File: config.mk
export PLATFORM = sky130hd
export DESIGN_NAME = internal_node_readout
export DESIGN_NICKNAME = d
export VERILOG_FILES = /design/src/rtl/internal_node_readout.sv
export SDC_FILE = /design/constraint.sdc
export NUM_CORES = 1
export LEC_CHECK = 0
export CAP_MARGIN = 30
export CELL_PAD_IN_SITES_DETAIL_PLACEMENT = 1
export CELL_PAD_IN_SITES_GLOBAL_PLACEMENT = 1
export CORE_MARGIN = 2
export CORE_UTILIZATION = 33
export DETAILED_ROUTE_END_ITERATION = 16
export MAX_ROUTING_LAYER = met4
export PLACE_DENSITY_LB_ADDON = 0.08
export SLEW_MARGIN = 20
export SYNTH_ARGS = -nofsm -noshare
export SYNTH_HDL_FRONTEND = slang
export SYNTH_SLANG_ARGS = --single-unit
File: constraint.sdc
create_clock -name clk -period 1.72 [get_ports clk]
set_input_delay 0.344 -clock clk [delete_from_list [all_inputs] [get_ports clk]]
set_output_delay 0.344 -clock clk [all_outputs]
set_load 0.01 [all_outputs]
File: src/rtl/internal_node_readout.sv
// internal_node_readout: reads NODE_COUNT node RAM entries and serialises each into FETCH_WIDTH words, LSB slice first.
// Latency: FETCH and LATCH take one cycle each, then one cycle per word. Minimum FETCH_WIDTH+2 cycles per node, plus one DONE cycle.
// Backpressure: a word moves only when receiver_full_n=1. While it is low, the word index and receiver_data are held.
//
// Ports:
//   clk, rst_n          single clock, asynchronous active-low reset
//   start               begin a full readout; sampled only when idle
//   busy, done          busy in every non-idle state; done pulses for one cycle at the end
//   ram_ren, ram_radr   node RAM read port; ram_radr holds its value between fetches
//   ram_rdata           node RAM data, valid one cycle after ram_ren
//   receiver_data/enq   word to the downstream FIFO and its transfer strobe
//   receiver_full_n     downstream can accept a word this cycle
module internal_node_readout #(
  parameter int DATA_WIDTH    = 11,
  parameter int FETCH_WIDTH   = 2,
  parameter int ADDRESS_WIDTH = 8,
  parameter int NODE_COUNT    = 63
) (
  input  logic                              clk,
  input  logic                              rst_n,
  input  logic                              start,
  output logic                              busy,
  output logic                              done,
  output logic                              ram_ren,
  output logic [ADDRESS_WIDTH-1:0]          ram_radr,
  input  logic [FETCH_WIDTH*DATA_WIDTH-1:0] ram_rdata,
  output logic [DATA_WIDTH-1:0]             receiver_data,
  input  logic                              receiver_full_n,
  output logic                              receiver_enq
);

  localparam int WORD_IDX_W = (FETCH_WIDTH > 1) ? $clog2(FETCH_WIDTH) : 1;
  localparam logic [ADDRESS_WIDTH-1:0] LAST_ADDR = ADDRESS_WIDTH'(NODE_COUNT - 1);
  localparam logic [WORD_IDX_W-1:0]    LAST_WORD = WORD_IDX_W'(FETCH_WIDTH - 1);

  typedef enum logic [2:0] {
    IDLE  = 3'd0,
    FETCH = 3'd1,
    LATCH = 3'd2,
    SEND  = 3'd3,
    DONE  = 3'd4
  } state_t;

  state_t                            state;
  logic [ADDRESS_WIDTH-1:0]          node_adr;
  logic [WORD_IDX_W-1:0]             word_idx;
  logic [FETCH_WIDTH*DATA_WIDTH-1:0] hold;
  logic [DATA_WIDTH-1:0]             words [FETCH_WIDTH];

  // Split the holding register into word slices. Slice 0 is the LSBs.
  for (genvar i = 0; i < FETCH_WIDTH; i++) begin : g_split
    assign words[i] = hold[i*DATA_WIDTH +: DATA_WIDTH];
  end

  // The read address is the node counter itself. It changes only when entering FETCH,
  // so it holds the last fetched address at all other times.
  assign ram_radr      = node_adr;
  assign receiver_data = words[word_idx];
  assign receiver_enq  = (state == SEND) && receiver_full_n;

  // busy, done and ram_ren are registered. Each is loaded together with the state it belongs to.
  always_ff @(posedge clk or negedge rst_n) begin
    if (!rst_n) begin
      state    <= IDLE;
      node_adr <= '0;
      word_idx <= '0;
      hold     <= '0;
      busy     <= 1'b0;
      done     <= 1'b0;
      ram_ren  <= 1'b0;
    end else begin
      done    <= 1'b0;
      ram_ren <= 1'b0;
      case (state)
        IDLE: begin
          if (start) begin
            state    <= FETCH;
            node_adr <= '0;
            busy     <= 1'b1;
            ram_ren  <= 1'b1;
          end
        end
        FETCH: begin
          state <= LATCH;
        end
        LATCH: begin
          hold     <= ram_rdata;
          word_idx <= '0;
          state    <= SEND;
        end
        SEND: begin
          if (receiver_full_n) begin
            if (word_idx != LAST_WORD) begin
              word_idx <= word_idx + 1'b1;
            end else if (node_adr == LAST_ADDR) begin
              state <= DONE;
              done  <= 1'b1;
            end else begin
              node_adr <= node_adr + 1'b1;
              state    <= FETCH;
              ram_ren  <= 1'b1;
            end
          end
        end
        DONE: begin
          state <= IDLE;
          busy  <= 1'b0;
        end
        default: begin
          state <= IDLE;
          busy  <= 1'b0;
        end
      endcase
    end
  end

endmodule
==> run summary <==
The run finished with clean final reports. After routing the design area is 0.00249 mm2. In the final layout, the share of cells above drive strength 1 is 42.2%. The number of endpoints with negative hold slack in the final report is 0. The number of instances in the synthesized netlist was 135; the filler cell count in the final layout was 547. The detail route stage leaves a number of antenna-violating nets equal to 0. Cell taking the most area after synthesis: sky130_fd_sc_hd__dfrtp_1. For this run, design rule violations remaining after detail routing come to 0. The tools report the worst relative slew slack as 67.3%. The logs give 0.00501 ns for the setup slack of the critical path after layout and 0.00170 mm2 for the post-synthesis cell area. The logs give 276 for the final instance count without filler cells and 1476 for the via count of the first global-routing pass.

Area of the die: 0.00574 mm2. The maximum number of pins on one net before global-route repair came out at 38. Setup repair after global routing could not meet its margin everywhere.

The worst endpoint data arrival time was 1.93 ns. The die is 75.7 um wide. The CTS root buffer is sky130_fd_sc_hd__clkbuf_8. The worst register-to-register path has a setup slack of 0.005 ns. 49 I/O pins were placed.

In the layout the commonest cells are sky130_fd_sc_hd__dfrtp_1 (34), sky130_fd_sc_hd__clkdlybuf4s50_1 (34), sky130_fd_sc_hd__mux2_2 (33). For the number of diodes added for antenna fixing, the log shows 0. The first TritonRoute pass finished after 4 iterations. The tools report the placed wire-length estimate after detailed placement as 2.98 mm. The fraction of post-synthesis cell area in the top cell type by area was 54.5%. The count of cell types in the netlist came out at 34. The number of placement rows was 26. The average routed wire per standard cell is 14.8 um. After clock tree synthesis, the clock-pin slew on the worst setup and hold paths is 0.08 ns. The element type at the critical path end is a flop. The number of placed instances, taps included, is 266. In the final design database the tool counted 233 nets. The total overflow left after global routing is 0.

Setup violations remaining at the end of the flow were counted as 0. The category of cells accounting for the largest share of critical-path delay was simple AND/OR/NAND/NOR gates. The classification of the worst setup path is reg -> reg. For the pin with the worst max-slew slack, the measured transition is 0.490 ns.

At the later pin of the worst-skew pair, clock insertion delay measures 0.29 ns. Routed wire length: 4.07 mm. Compared with the post-synthesis result, the final layout area differs by 46.9%.

Worst hold-check path type: in -> async. Post-synthesis sequential area ratio: 54.5%. The signal on the critical path passes through inv_2 > ha_2 > and4b_2 > a211o_4 > or4_4 > o211ai_2. The sequential cell area was 930 um2; the iteration-0 DRC count of the detailed router was 31. For this design the static power due to leakage is 1.08 nW. Using the TritonRoute via totals, the vias-per-cell ratio works out to 4.78. In this run the number of H-tree levels came out at 2.

The core outline area is 0.00504 mm2, and the worst clock skew on the final layout is 0.0107 ns. Wire length of the first global-routing pass: 6.69 mm. The mean post-synth cell area is 12.6 um2. The floorplan step set the die height to 75.7 um. Global routing consumed, over all layers together, 16.0% of the routing resources. The number of port buffers came out at 48. Yosys attributes the largest share of cell area to sky130_fd_sc_hd__dfrtp_1 (55%), sky130_fd_sc_hd__mux2_2 (22%), sky130_fd_sc_hd__nor2_1 (2.0%), sky130_fd_sc_hd__nand3_1 (1.8%), sky130_fd_sc_hd__inv_1 (1.5%).

The number of vias in the routed layout is 1318. VDD sags by at most 0.686 mV. The power density of the placed cells is 1790 mW/mm2. For this configuration, the core starts out at a cell density of 33.7%. At the placement stage, the worst setup path has a slack of -0.177 ns. Worst path buffer plus inverter count: 1.

For the maximum frequency from static timing analysis, the log shows 0.583 GHz. In this run, CTS created clock tree buffers numbering 5. The run gives 37 as the clock sink count. The run gives 0 as the warning count from the yosys run. Of the available clock period, the critical path in the final layout requires 99.7%. Summed over all failing endpoints, the final setup total negative slack is 0 ns.

The run gives 759 um2 as the area occupied by multi-input gates. Of all nets on the critical path, the largest fanout is 4. The tools report the total count of max-transition violations in the final report as 0.

The type of element launching the critical path was a flop. TritonCTS built the clock tree. Final estimated routing congestion in global placement: 0.765. The run gives 1.93 ns as the critical path data required time. Counting flops and latches in the post-synthesis netlist gives 37.

The initial antenna violation count is 0, and the delay of the slowest cell on the worst path is 0.42 ns. The slowest stage of the critical path belongs to the cell sky130_fd_sc_hd__or4_4. In this run the deepest clock path goes through 2 buffers. The worst hold slack is 0.0936 ns, and the total cell area at the placement stage is 0.00240 mm2.

The minimum clock period after layout was 1.71 ns. Counting every net in the synthesized netlist gives 163. Across the run, the number of max-cap violations was 0.
-- routing by layer --
layer	share of wire, %	vias to the layer above	GRT usage, %	wire, um
met5	0	-	-	0
met3	4.3	4	3.17	174
met1	44	651	19.3	1790
met2	51	39	27.0	2070
met4	0.88	0	5.26	36
li1	-	624	-	-
-- state kept, by name, indices dropped and copies added, names as in the netlist --
register / cells
hold: 22
ram_radr: 8
state: 3
busy: 1
done: 1
ram_ren: 1
word_idx: 1
-- what timing repair did --
action,CTS,global route
setup endpoints to repair,12,18
setup buffers,1,1
cloned,0,0
endpoints found under the hold margin,0,0
pin swaps,0,1
resized for setup,37,17
hold buffers,0,0
-- where the power goes --
part,switching [mW],internal [mW],leakage [nW]
clock network,0.322,0.325,0.0512
logic,1.01,1.31,0.602
registers,0.226,1.28,0.432
total,1.56,2.91,1.08
-- metrics by stage --
stage	util [%]	power (mW)
after floorplan	-	2.76
after global placement	47.6	3.91
after detailed placement	47.6	4.01
after CTS	48.8	4.51
after global routing	49.5	4.83
final	49.5	4.47
-- layout make-up --
| class | instances | share of cell area, % |
|---|---|---|
| clock buffer | 6 | 3.31 |
| tap | 70 | 3.51 |
| timing repair buffer | 67 | 23.8 |
| multi-input combinational | 87 | 30.5 |
| clock inverter | 2 | 0.552 |
| sequential | 37 | 37.3 |
| inverter | 7 | 1.05 |
-- final timing paths --
kind | startpoint | end | cells after the start
max in group asynchronous | rst_n | ram_radr[6] | 2
min in group clk | busy | busy | 2
min | rst_n | state[0] | 2
max | ram_radr[0] | ram_radr[5] | 6
min reg2reg | busy | busy | 2
max reg2reg | ram_radr[0] | ram_radr[5] | 6
-- cell families (layout without fill, tap and decap cells) --
| logic type | Yosys count | in the layout | share of synthesized area (%) |
|---|---|---|---|
| flops | 37 | 37 | 54.5 |
| fa+ha+maj | 2 | 2 | 1.47 |
| simple gates | 32 | 32 | 10.6 |
| buf+inv | 11 | 82 | 2.80 |
| mux | 34 | 34 | 22.5 |
| compound gates | 19 | 19 | 8.11 |
-- Yosys cell counts --
master / n
sky130_fd_sc_hd__a211o_1: 1
sky130_fd_sc_hd__a211oi_1: 1
sky130_fd_sc_hd__a21o_1: 1
sky130_fd_sc_hd__a21oi_1: 4
sky130_fd_sc_hd__a31oi_1: 2
sky130_fd_sc_hd__a41oi_1: 1
sky130_fd_sc_hd__and2_1: 1
sky130_fd_sc_hd__and3_1: 1
sky130_fd_sc_hd__and3b_1: 1
sky130_fd_sc_hd__and4b_1: 1
sky130_fd_sc_hd__buf_2: 2
sky130_fd_sc_hd__buf_4: 1
sky130_fd_sc_hd__clkbuf_1: 1
sky130_fd_sc_hd__dfrtp_1: 37
sky130_fd_sc_hd__ha_1: 2
sky130_fd_sc_hd__inv_1: 7
sky130_fd_sc_hd__mux2_2: 33
sky130_fd_sc_hd__mux2i_1: 1
sky130_fd_sc_hd__nand2_1: 6
sky130_fd_sc_hd__nand3_1: 6
sky130_fd_sc_hd__nand3b_4: 1
sky130_fd_sc_hd__nand4_1: 1
sky130_fd_sc_hd__nor2_1: 9
sky130_fd_sc_hd__nor3_1: 2
sky130_fd_sc_hd__nor3b_2: 1
sky130_fd_sc_hd__o211ai_1: 3
sky130_fd_sc_hd__o211ai_2: 1
sky130_fd_sc_hd__o21a_1: 1
sky130_fd_sc_hd__o21ai_0: 1
sky130_fd_sc_hd__o21ai_2: 1
sky130_fd_sc_hd__o22ai_1: 1
sky130_fd_sc_hd__o31a_2: 1
sky130_fd_sc_hd__or3_1: 1
sky130_fd_sc_hd__or4_1: 1
(Power assumes the default switching activity.)
